$ cat config.mk
export PLATFORM = sky130hd
export DESIGN_NAME = multi_switch_debounce
export DESIGN_NICKNAME = d
export VERILOG_FILES = /design/src/rtl/debounce_pkg.sv /design/src/rtl/debounce_channel.sv /design/src/rtl/multi_switch_debounce.sv
export SDC_FILE = /design/constraint.sdc
export NUM_CORES = 1
export LEC_CHECK = 0
export BUFFER_PORTS_ARGS = -buffer_cell sky130_fd_sc_hd__buf_2
export CAP_MARGIN = 5
export CORE_MARGIN = 2
export CORE_UTILIZATION = 24
export DETAILED_ROUTE_END_ITERATION = 12
export PLACE_DENSITY = 0.41
export SKIP_CTS_REPAIR_TIMING = 1
export SYNTH_ARGS = -nofsm -noshare
export SYNTH_HDL_FRONTEND = slang
export SYNTH_SLANG_ARGS = --single-unit
$ cat constraint.sdc
create_clock -name i_Clk -period 3.83 [get_ports i_Clk]
set_clock_uncertainty 0.05 [all_clocks]
set_input_delay 0 -clock i_Clk [delete_from_list [all_inputs] [get_ports i_Clk]]
set_output_delay 0 -clock i_Clk [all_outputs]
set_load 0.05 [all_outputs]
$ cat src/rtl/debounce_pkg.sv
// Shared constants and counter sizing for the switch debounce slice.
// MULTI_SWITCH_DEBOUNCE_SYNC_EN enables the per-channel input synchroniser.
package debounce_pkg;

  localparam int DEBOUNCE_LIMIT_DEF = 250000;
  localparam int CLK_HZ             = 25_000_000;

  function automatic int cnt_width(input int limit);
    return (limit < 2) ? 1 : $clog2(limit);
  endfunction

endpackage

$ cat src/rtl/debounce_channel.sv
// One switch channel: optional synchroniser, debounce filter, edge pulses, toggle.
// MULTI_SWITCH_DEBOUNCE_SYNC_EN adds a two-flop synchroniser ahead of the filter.
module debounce_channel
  import debounce_pkg::*;
#(
  parameter int DEBOUNCE_LIMIT = DEBOUNCE_LIMIT_DEF
) (
  input  logic i_Clk,
  input  logic i_Rst_L,
  input  logic i_Switch,
  input  logic i_Toggle_Clr,
  output logic o_Debounced,
  output logic o_Press,
  output logic o_Release,
  output logic o_Toggle
);

  localparam int CW = cnt_width(DEBOUNCE_LIMIT);
  localparam logic [CW-1:0] CMAX = CW'(DEBOUNCE_LIMIT - 1);

  logic smp;

`ifdef MULTI_SWITCH_DEBOUNCE_SYNC_EN
  logic [1:0] sync_q;

  always_ff @(posedge i_Clk or negedge i_Rst_L) begin
    if (!i_Rst_L) sync_q <= '0;
    else          sync_q <= {sync_q[0], i_Switch};
  end

  assign smp = sync_q[1];
`else
  assign smp = i_Switch;
`endif

  logic [CW-1:0] cnt;
  logic          q;
  logic          diff;
  logic          done;

  assign diff = smp ^ q;
  // done marks the LIMIT-th consecutive differing sample
  assign done = diff && (cnt == CMAX);

  always_ff @(posedge i_Clk or negedge i_Rst_L) begin
    if (!i_Rst_L) begin
      q         <= 1'b0;
      cnt       <= '0;
      o_Press   <= 1'b0;
      o_Release <= 1'b0;
      o_Toggle  <= 1'b0;
    end else begin
      o_Press   <= done & smp;
      o_Release <= done & ~smp;
      if (!diff) begin
        cnt <= '0;
      end else if (done) begin
        q   <= smp;
        cnt <= '0;
      end else begin
        cnt <= cnt + CW'(1);
      end
      if (i_Toggle_Clr)      o_Toggle <= 1'b0;
      else if (done & ~smp)  o_Toggle <= ~o_Toggle;
    end
  end

  assign o_Debounced = q;

endmodule

$ cat src/rtl/multi_switch_debounce.sv
// N-channel switch conditioner built from independent debounce_channel slices.
// MULTI_SWITCH_DEBOUNCE_SYNC_EN enables per-channel two-flop synchronisers.
module multi_switch_debounce
  import debounce_pkg::*;
#(
  parameter int NUM_CH         = 4,
  parameter int DEBOUNCE_LIMIT = DEBOUNCE_LIMIT_DEF
) (
  input  logic              i_Clk,
  input  logic              i_Rst_L,
  input  logic [NUM_CH-1:0] i_Switch,
  input  logic              i_Toggle_Clr,
  output logic [NUM_CH-1:0] o_Debounced,
  output logic [NUM_CH-1:0] o_Press,
  output logic [NUM_CH-1:0] o_Release,
  output logic [NUM_CH-1:0] o_Toggle
);

  for (genvar n = 0; n < NUM_CH; n++) begin : g_ch
    debounce_channel #(
      .DEBOUNCE_LIMIT(DEBOUNCE_LIMIT)
    ) u_ch (
      .i_Clk       (i_Clk),
      .i_Rst_L     (i_Rst_L),
      .i_Switch    (i_Switch[n]),
      .i_Toggle_Clr(i_Toggle_Clr),
      .o_Debounced (o_Debounced[n]),
      .o_Press     (o_Press[n]),
      .o_Release   (o_Release[n]),
      .o_Toggle    (o_Toggle[n])
    );
  end

endmodule

==> impl_metrics.yaml, run 1 <==
logic_synthesis:
  syn_inst: 440
  yosysMostFrequentCell: "dfrtp_1"
  synth_common_cells: "dfrtp_1, nor2_1, xnor2_1, nand3_1, xor2_1"
  synthesis.area_um2: 4400
  synth.ff_latch_count: 88
  synth_flop_cell: "dfrtp_1"
  synth_top_area_cell: "dfrtp_1"
  synth-simple-area-share: 0.273
  synth_top_family_by_area: "simple AND/OR/NAND/NOR gates"
  synth_xor_area_frac: 0.123
  synth.top_cells.by_area: "dfrtp_1, xnor2_1, nor2_1"
  syn_avg_cell_area_um2: 10.0
  synth-edff-count: 0
  synthMuxAreaShare: 0.0185
  yosysTopAreaCellShare: 0.501
  synth_fp_nets: 451
  ys_types: 43
  synth-compound-area-share: 0.0270
  synthAdderAreaFrac: 0.0114
  ys_warn_count: 0
  synthArstFlopShare: 1.00
  seq_area_frac_synth: 0.501
drt:
  wl_per_cell_um: 13.0
  dr_total_vias: 3177
  drt-initial-drc-count: 271
  drc_errors: 0
  wirelength_um: 8970
  viasPerCell: 4.60
  first_pass_iters: 5
  antenna_left: 0
clocking:
  cts_sinks: 88
  h-tree-depth: 3
  worstSkewPairLatency_ns: 0.34
  root_buffer: "clkbuf_16"
  clk_pin_slew_ns: 0.07
  cts_buffer_depth: 2
  numCtsBuffers: 9
  cts_tree: "done"
power:
  p_per_area_nw_per_um2: 407
  ir_drop_mv: 0.176
  power.leakage_nw: 2.01
  power.total_mw: 2.06
sta:
  finalCritPeriodShare: 0.616
  final.setup.tns_ns: 0
  fmax_mhz: 424
  layout_setup_ws_ns: 1.47
  setup_violations: 0
  slew_headroom: 0.500
  worst_slew_pin_slew_ns: 0.751
  rsz0062_at_grt: "no"
  slew_violations: 0
  period_needed_ns: 2.36
  hold_viol: 0
critical_path:
  regToRegSetupSlack_ns: 1.47
  setup.worst_path.start_class: "flop"
  endpoint_kind: "flop"
  crit_path_max_incr_delay_ns: 0.63
  cpLargestDelayFamily: "simple AND/OR/NAND/NOR gates"
  slowest_stage: "o21ai_2"
  path_max_fanout: 18
  worstPathCellList: "or4bb_1 > or3_1 > o21ai_2 > nor2_1"
  path_buf_inv: 0
  required_ns: 3.97
  arrival_ns: 2.50
  crit_type: "flop to flop"
place:
  postPlaceCellArea_um2: 4660
  globalplace.congestion: 0.761
  post-place-ws_ns: 1.44
  dp_hpwl_um: 6190
  port-buffer-count: 22
layout:
  utilization: 0.282
  syn_to_final_growth_pct: 15.0
  fin_area_um2: 5060
  n_antenna_cell: 0
  layout.nets: 467
  drive_above_1_share: 0.115
floorplanning:
  start_util: 0.245
  dieHeight_um: 139
  ioPinCount: 23
  core_area_um2: 18000
  fp-row-count: 49
  die_x_um: 139
  fp.dieArea_um2: 19400
grt:
  antenna_found_initial: 0
  grt.total_usage: 0.0988
  grt_pass1_vias: 3124
  grt_overflow_total: 0
  grt_first_pass_wirelength_um: 15700
  grt_max_degree: 59
job:
  max_cap_violations: 0
status:
  status: "finished, final reports clean"
min_path:
  hp-class: "input port to async pin"
## cell type report
type,instances,area [µm²]
Fill cell,1902,12900
Multi-Input combinational cell,316,2000
Inverter,10,37.5
Clock inverter,7,119
Timing Repair Buffer,31,195
Clock buffer,9,225
Tap cell,229,287
Sequential cell,88,2200
## registers in the layout (all words and copies together), names as in the netlist
name / cells
g_ch.u_ch.o_Release: 4
g_ch.u_ch.o_Toggle: 4
g_ch.u_ch.o_Press: 4
g_ch.u_ch.cnt: 72
g_ch.u_ch.o_Debounced: 4
## cell families (layout without fill, tap and decap cells)
logic type,Yosys count,in the layout
AND/OR/NAND/NOR,224,224
multiplexers,7,7
adder cells (fa/ha/maj),4,4
flip-flops,88,88
buffers and inverters,36,57
XOR/XNOR,62,62
AO/OA/AOI/OAI,19,19
## metal layers
layer | share of wire | global-route usage
met5 | 0 | 0
met2 | 0.45 | 0.148
met1 | 0.50 | 0.137
met4 | 0.019 | 0.0473
met3 | 0.030 | 0.0200
## where the power goes
group / switching (mW) / total, mW / internal, mW
Clock: 0.378 / 1.02 / 0.639
Combinational: 0.0548 / 0.0811 / 0.0263
Sequential: 0.0184 / 0.961 / 0.943
Total: 0.452 / 2.06 / 1.61
## stage by stage
| step | hold slack (ns) | cells |
|---|---|---|
| 3_3_place_gp | 0.0791 | 668 |
| 3_5_place_dp | 0.0855 | 668 |
| 6_report | 0.222 | 690 |
| 2_1_floorplan | -0.346 | 440 |
| 4_1_cts | -0.291 | 684 |
| 5_1_grt | 0.313 | 690 |
## worst reg2reg max path, delay by kind of cell, from the launching register on
family / cells / cell delay (ns)
DFF: 1 / 0.42
AOI/OAI and AO/OA: 1 / 0.64
and+or+nand+nor: 3 / 1.11
## worst paths after layout
path | cells past startpoint | endpoint | startpoint
min in group i_Clk | 3 | g_ch[0].u_ch.o_Release | i_Switch[0]
hold reg to reg | 1 | g_ch[0].u_ch.cnt[0] | g_ch[0].u_ch.cnt[0]
setup / recovery | 4 | g_ch[3].u_ch.cnt[6] | g_ch[3].u_ch.cnt[11]
setup reg to reg | 4 | g_ch[3].u_ch.cnt[6] | g_ch[3].u_ch.cnt[11]
hold / removal | 2 | g_ch[3].u_ch.cnt[12] | i_Rst_L
max in group asynchronous | 3 | g_ch[1].u_ch.cnt[13] | i_Rst_L
## cell usage in the layout (no fill, tap or decap), drive strengths merged, types with 2 or more instances in the layout
cell and instances:
xor2 23, o31ai 2, and3b 2, and3 2, nor4b 5, nor4 21
and2 2, nand3 31, nor3 10, and4 6, dlygate4sd3 6, clkbuf 9
inv 11, nor2b 3, or3b 2, nor3b 2, mux2 6, or4bb 2
a21oi 8, nand4 22, bufinv 3, dfrtp 88, buf 25, o21ai 8
or3 7, or4 6, nor2 79, ha 4, nand2 16, clkinvlp 2
xnor2 39
No activity file was read; power rests on OpenSTA's default activity.
==> inputs of run 2 (changes only) <==
clock period = 2.35 ns   (was 3.83 ns; I/O delays follow)
==> run 2 against run 1 <==
  * Count of clock-buffer cells in the layout is the same
  * Non-clock buffer count rose by 11
  * Sequential cell count unchanged
  * Critical endpoint is now g_ch[0].u_ch.o_Toggle
  * Largest cell class unchanged
==> impl_metrics.yaml, run 2 (synthesis gave the netlist of run 1 again) <==
sta:
  hold_viol: 0
  final.setup.tns_ns: 0
  period_needed_ns: 2.21
  setup_violations: 0
  slew_violations: 0
  whs_ns: 0.175
  slew_headroom: 0.572
  rsz0062_at_grt: "no"
  worst_slew_pin_slew_ns: 0.641
  fmax_mhz: 452
  finalCritPeriodShare: 0.941
power:
  power.leakage_nw: 2.06
  p_per_area_nw_per_um2: 634
  power.total_mw: 3.26
  ir_drop_mv: 0.344
layout:
  n_fill_cell: 1876
  multi_input_area_um2: 2000
  n_antenna_cell: 0
  stdcell_count: 701
  drive_above_1_share: 0.136
  layout.nets: 478
  seq_area_um2: 2200
  layout_common_cells: "dfrtp_1, nor2_1, xnor2_1, nand3_1, xor2_1"
  syn_to_final_growth_pct: 17.0
  largest_reg_flops: 72
  regMostFlops: "g_ch.u_ch.cnt"
  utilization: 0.286
  layout_commonest_cell: "dfrtp_1"
grt:
  grt.total_usage: 0.0985
  grt_pass1_vias: 3138
  grt_max_degree: 49
  grt_overflow_total: 0
  grt_first_pass_wirelength_um: 15600
  antenna_found_initial: 0
place:
  dp_hpwl_um: 6250
  globalplace.congestion: 0.768
  port-buffer-count: 22
  dp_cells: 679
status:
  status: "finished, final reports clean"
critical_path:
  path_buf_inv: 0
  arrival_ns: 2.40
  crit_type: "flop to flop"
  crit_path_max_incr_delay_ns: 0.57
  setup.worst_path.start_class: "flop"
  slowest_stage: "or4_4"
  worstPathCellList: "or4b_1 > or4_4 > nor4b_4 > mux2_4"
  required_ns: 2.53
  cpLargestDelayFamily: "simple AND/OR/NAND/NOR gates"
  endpoint_kind: "flop"
  path_max_fanout: 3
floorplanning:
  dieHeight_um: 139
  fp.dieArea_um2: 19400
  start_util: 0.245
  fp-row-count: 49
  ioPinCount: 23
  die_x_um: 139
  core_area_um2: 18000
clocking:
  root_buffer: "clkbuf_16"
  cts_buffer_depth: 2
  cts_tree: "done"
  cts_sinks: 88
  clk_pin_slew_ns: 0.07
  h-tree-depth: 3
  numCtsBuffers: 9
  worstSkewPairLatency_ns: 0.35
drt:
  wirelength_um: 8990
  viasPerCell: 4.51
  first_pass_iters: 4
  drc_errors: 0
  dr_total_vias: 3165
  wl_per_cell_um: 12.8
  drt-initial-drc-count: 270
  antenna_left: 0
job:
  max_cap_violations: 0
min_path:
  hp-class: "input port to async pin"
## run 2: worst paths after layout
| check | from | end | slack, ns | cells after the start |
|---|---|---|---|---|
| max | g_ch[0].u_ch.cnt[13] | g_ch[0].u_ch.o_Toggle | 0.14 | 4 |
| min | i_Rst_L | g_ch[3].u_ch.cnt[9] | 0.17 | 2 |
| max reg2reg | g_ch[0].u_ch.cnt[13] | g_ch[0].u_ch.o_Toggle | 0.14 | 4 |
| min reg2reg | g_ch[0].u_ch.cnt[0] | g_ch[0].u_ch.cnt[0] | 0.43 | 1 |
| max in group asynchronous | i_Rst_L | g_ch[2].u_ch.cnt[5] | 1.42 | 3 |
| min in group i_Clk | i_Switch[0] | g_ch[0].u_ch.o_Release | 0.38 | 3 |
## run 2: routing by layer
| metal | vias to the layer above | track usage | wire length (µm) |
|---|---|---|---|
| li1 | 1588 | - | - |
| met1 | 1527 | 0.131 | 4550 |
| met2 | 39 | 0.152 | 4020 |
| met3 | 11 | 0.0213 | 225 |
| met4 | 0 | 0.0478 | 194 |
| met5 | - | 0 | 0 |
## run 2: where the power goes
group | switching, mW | internal [mW]
clock | 0.624 | 0.931
combinational | 0.0911 | 0.0510
sequential | 0.0295 | 1.54
total | 0.744 | 2.52
## run 2: worst reg2reg max path: stages (launching register included)
cell and delay, ns:
dfrtp_1 0.37, or4b_1 0.52, or4_4 0.57, nor4b_4 0.27, mux2_4 0.32
## run 2: metrics by stage
stage	setup slack (ns)	instance area (µm²)
6_report	0.138	5150
2_1_floorplan	0.128	4400
3_5_place_dp	0.120	4760
5_1_grt	0.0648	5150
3_3_place_gp	0.146	4760
4_1_cts	0.119	5090
## run 2: area by class of cell
type                            instances  area share
Inverter                               10     0.00729
Sequential cell                        88       0.428
Clock inverter                          7      0.0187
Tap cell                              229      0.0557
Multi-Input combinational cell        316       0.388
Timing Repair Buffer                   42      0.0588
Clock buffer                            9      0.0438
==> inputs of run 3 (changes only) <==
PLACE_DENSITY = 0.43   (was 0.41)
SKIP_CTS_REPAIR_TIMING = unset   (was 1)
clock period = 1.8 ns   (was 2.35 ns; I/O delays follow)
==> run 3 against run 2 <==
  * The run now ends with negative setup slack left
  * Maximum frequency shrank 0.16%
  * First-iteration DRC count shrank 40%
  * Final area grew 17%
  * Hold slack lost 0.017 ns
  * Cell count grew 11%
  * Clock power grew 23%
  * Critical path depth is the same
  * Worst setup slack lost 0.55 ns
  * Via count grew 10%
  * Global-route usage grew 1.5 points
  * Sequential power grew 29%
==> impl_metrics.yaml, run 3 (synthesis gave the netlist of run 1 again) <==
place:
  globalplace.congestion: 0.795
  post-place-ws_ns: -0.426
  dp_hpwl_um: 6770
  port-buffer-count: 22
grt:
  grt_first_pass_wirelength_um: 17700
  antenna_found_initial: 0
  grt_pass1_vias: 3537
  grt_overflow_total: 0
  grt_max_degree: 54
  grt.total_usage: 0.113
sta:
  fmax_mhz: 451
  setup_violations: 44
  slew_headroom: 0.747
  final.setup.tns_ns: -12.22
  slew_violations: 0
  worst_slew_pin_slew_ns: 0.375
  hold_viol: 0
  finalCritPeriodShare: 1.23
  period_needed_ns: 2.22
  layout_setup_ws_ns: -0.415
  rsz0062_at_grt: "yes"
layout:
  regMostFlops: "g_ch.u_ch.cnt"
  largest_reg_flops: 72
  n_fill_cell: 1835
  drive_above_1_share: 0.327
  layout.nets: 553
  layout_commonest_cell: "dfrtp_1"
  syn_to_final_growth_pct: 36.4
  n_antenna_cell: 0
  layout_common_cells: "dfrtp_1, buf_4, nor2_1, xnor2_1, nand3_1"
critical_path:
  critPathCapture: "g_ch[0].u_ch.o_Toggle"
  regToRegSetupSlack_ns: -0.42
  crit_type: "flop to flop"
  arrival_ns: 2.40
  rr_startpoint: "g_ch[0].u_ch.cnt[10]"
  required_ns: 1.98
  ff2ff_path_depth: 4
  endpoint_kind: "flop"
  setup.worst_path.start_class: "flop"
  timing.rr.end: "g_ch[0].u_ch.o_Toggle"
  startpoint: "g_ch[0].u_ch.cnt[10]"
  path_max_fanout: 2
drt:
  drt-initial-drc-count: 163
  viasPerCell: 4.50
  wl_per_cell_um: 13.2
  drc_errors: 0
  dr_total_vias: 3489
  wirelength_um: 10200
  antenna_left: 0
  first_pass_iters: 4
clocking:
  clk_pin_slew_ns: 0.07
  root_buffer: "clkbuf_16"
  cts_buffer_depth: 2
  cts_tree: "done"
  cts_sinks: 88
  worstSkewPairLatency_ns: 0.35
  h-tree-depth: 3
  numCtsBuffers: 9
floorplanning:
  start_util: 0.245
  core_area_um2: 18000
  fp.dieArea_um2: 19400
  dieHeight_um: 139
  ioPinCount: 23
  die_x_um: 139
  fp-row-count: 49
power:
  ir_drop_mv: 0.349
  power.leakage_nw: 2.48
  power.total_mw: 4.23
  p_per_area_nw_per_um2: 704
status:
  status: "finished, violations left"
  violations: "negative setup slack"
job:
  max_cap_violations: 0
min_path:
  hp-class: "input port to async pin"
-- run 3: final cells by class --
cell class                 instances  area [µm²]  share of cell area
inverter                          10        37.5             0.00626
multi-input combinational        316        2220               0.369
clock buffer                      10         239              0.0398
sequential                        88        2200               0.367
timing repair buffer             117         960               0.160
tap                              229         287              0.0477
clock inverter                     6        58.8             0.00980
-- run 3: metrics by stage --
| step | util | cells | area [µm²] | hold slack [ns] |
|---|---|---|---|---|
| final | 0.334 | 776 | 6000 | 0.158 |
| after CTS | 0.329 | 778 | 5910 | 0.164 |
| after floorplan | - | 440 | 4470 | -0.346 |
| after detailed placement | 0.297 | 745 | 5340 | -0.212 |
| after global routing | 0.334 | 776 | 6000 | 0.198 |
| after global placement | 0.297 | 745 | 5340 | -0.210 |
-- run 3: power by group --
group | leakage (nW) | internal, mW | switching, mW
logic | 1.11 | 0.124 | 0.157
registers | 1.22 | 2.01 | 0.0262
clock network | 0.152 | 1.11 | 0.805
-- run 3: worst min path at each step --
stage | startpoint | endpoint | slack [ns] | depth (start not counted)
CTS | i_Rst_L | g_ch[3].u_ch.cnt[10] | 0.16 | 3
global placement | i_Rst_L | g_ch[3].u_ch.cnt[13] | -0.21 | 1
floorplan | i_Rst_L | g_ch[0].u_ch.cnt[0] | -0.35 | 0
finish | i_Rst_L | g_ch[3].u_ch.cnt[10] | 0.16 | 3
detailed placement | i_Rst_L | g_ch[3].u_ch.cnt[13] | -0.21 | 1
global route | i_Rst_L | g_ch[3].u_ch.cnt[10] | 0.20 | 3
-- run 3: timing repair --
action	4_1_cts	5_1_grt
resized for setup	18	38
endpoints found under the setup margin	46	58
hold endpoints to repair	103	0
pin swaps	6	9
buffers inserted	8	3
hold buffers	7	0
gates cloned	3	0
-- run 3: routing by layer --
metal,GRT usage,wire [µm],up-vias
met5,0,0,-
li1,-,-,1741
met4,0.0532,258,0
met1,0.149,4920,1690
met3,0.0268,240,18
met2,0.177,4820,40
-- run 3: worst max-delay path, cell delays in order (launching register included) --
cell	delay [ns]
dfrtp_1	0.37
or4_1	0.53
or4_4	0.56
nor4b_4	0.27
mux2_4	0.32
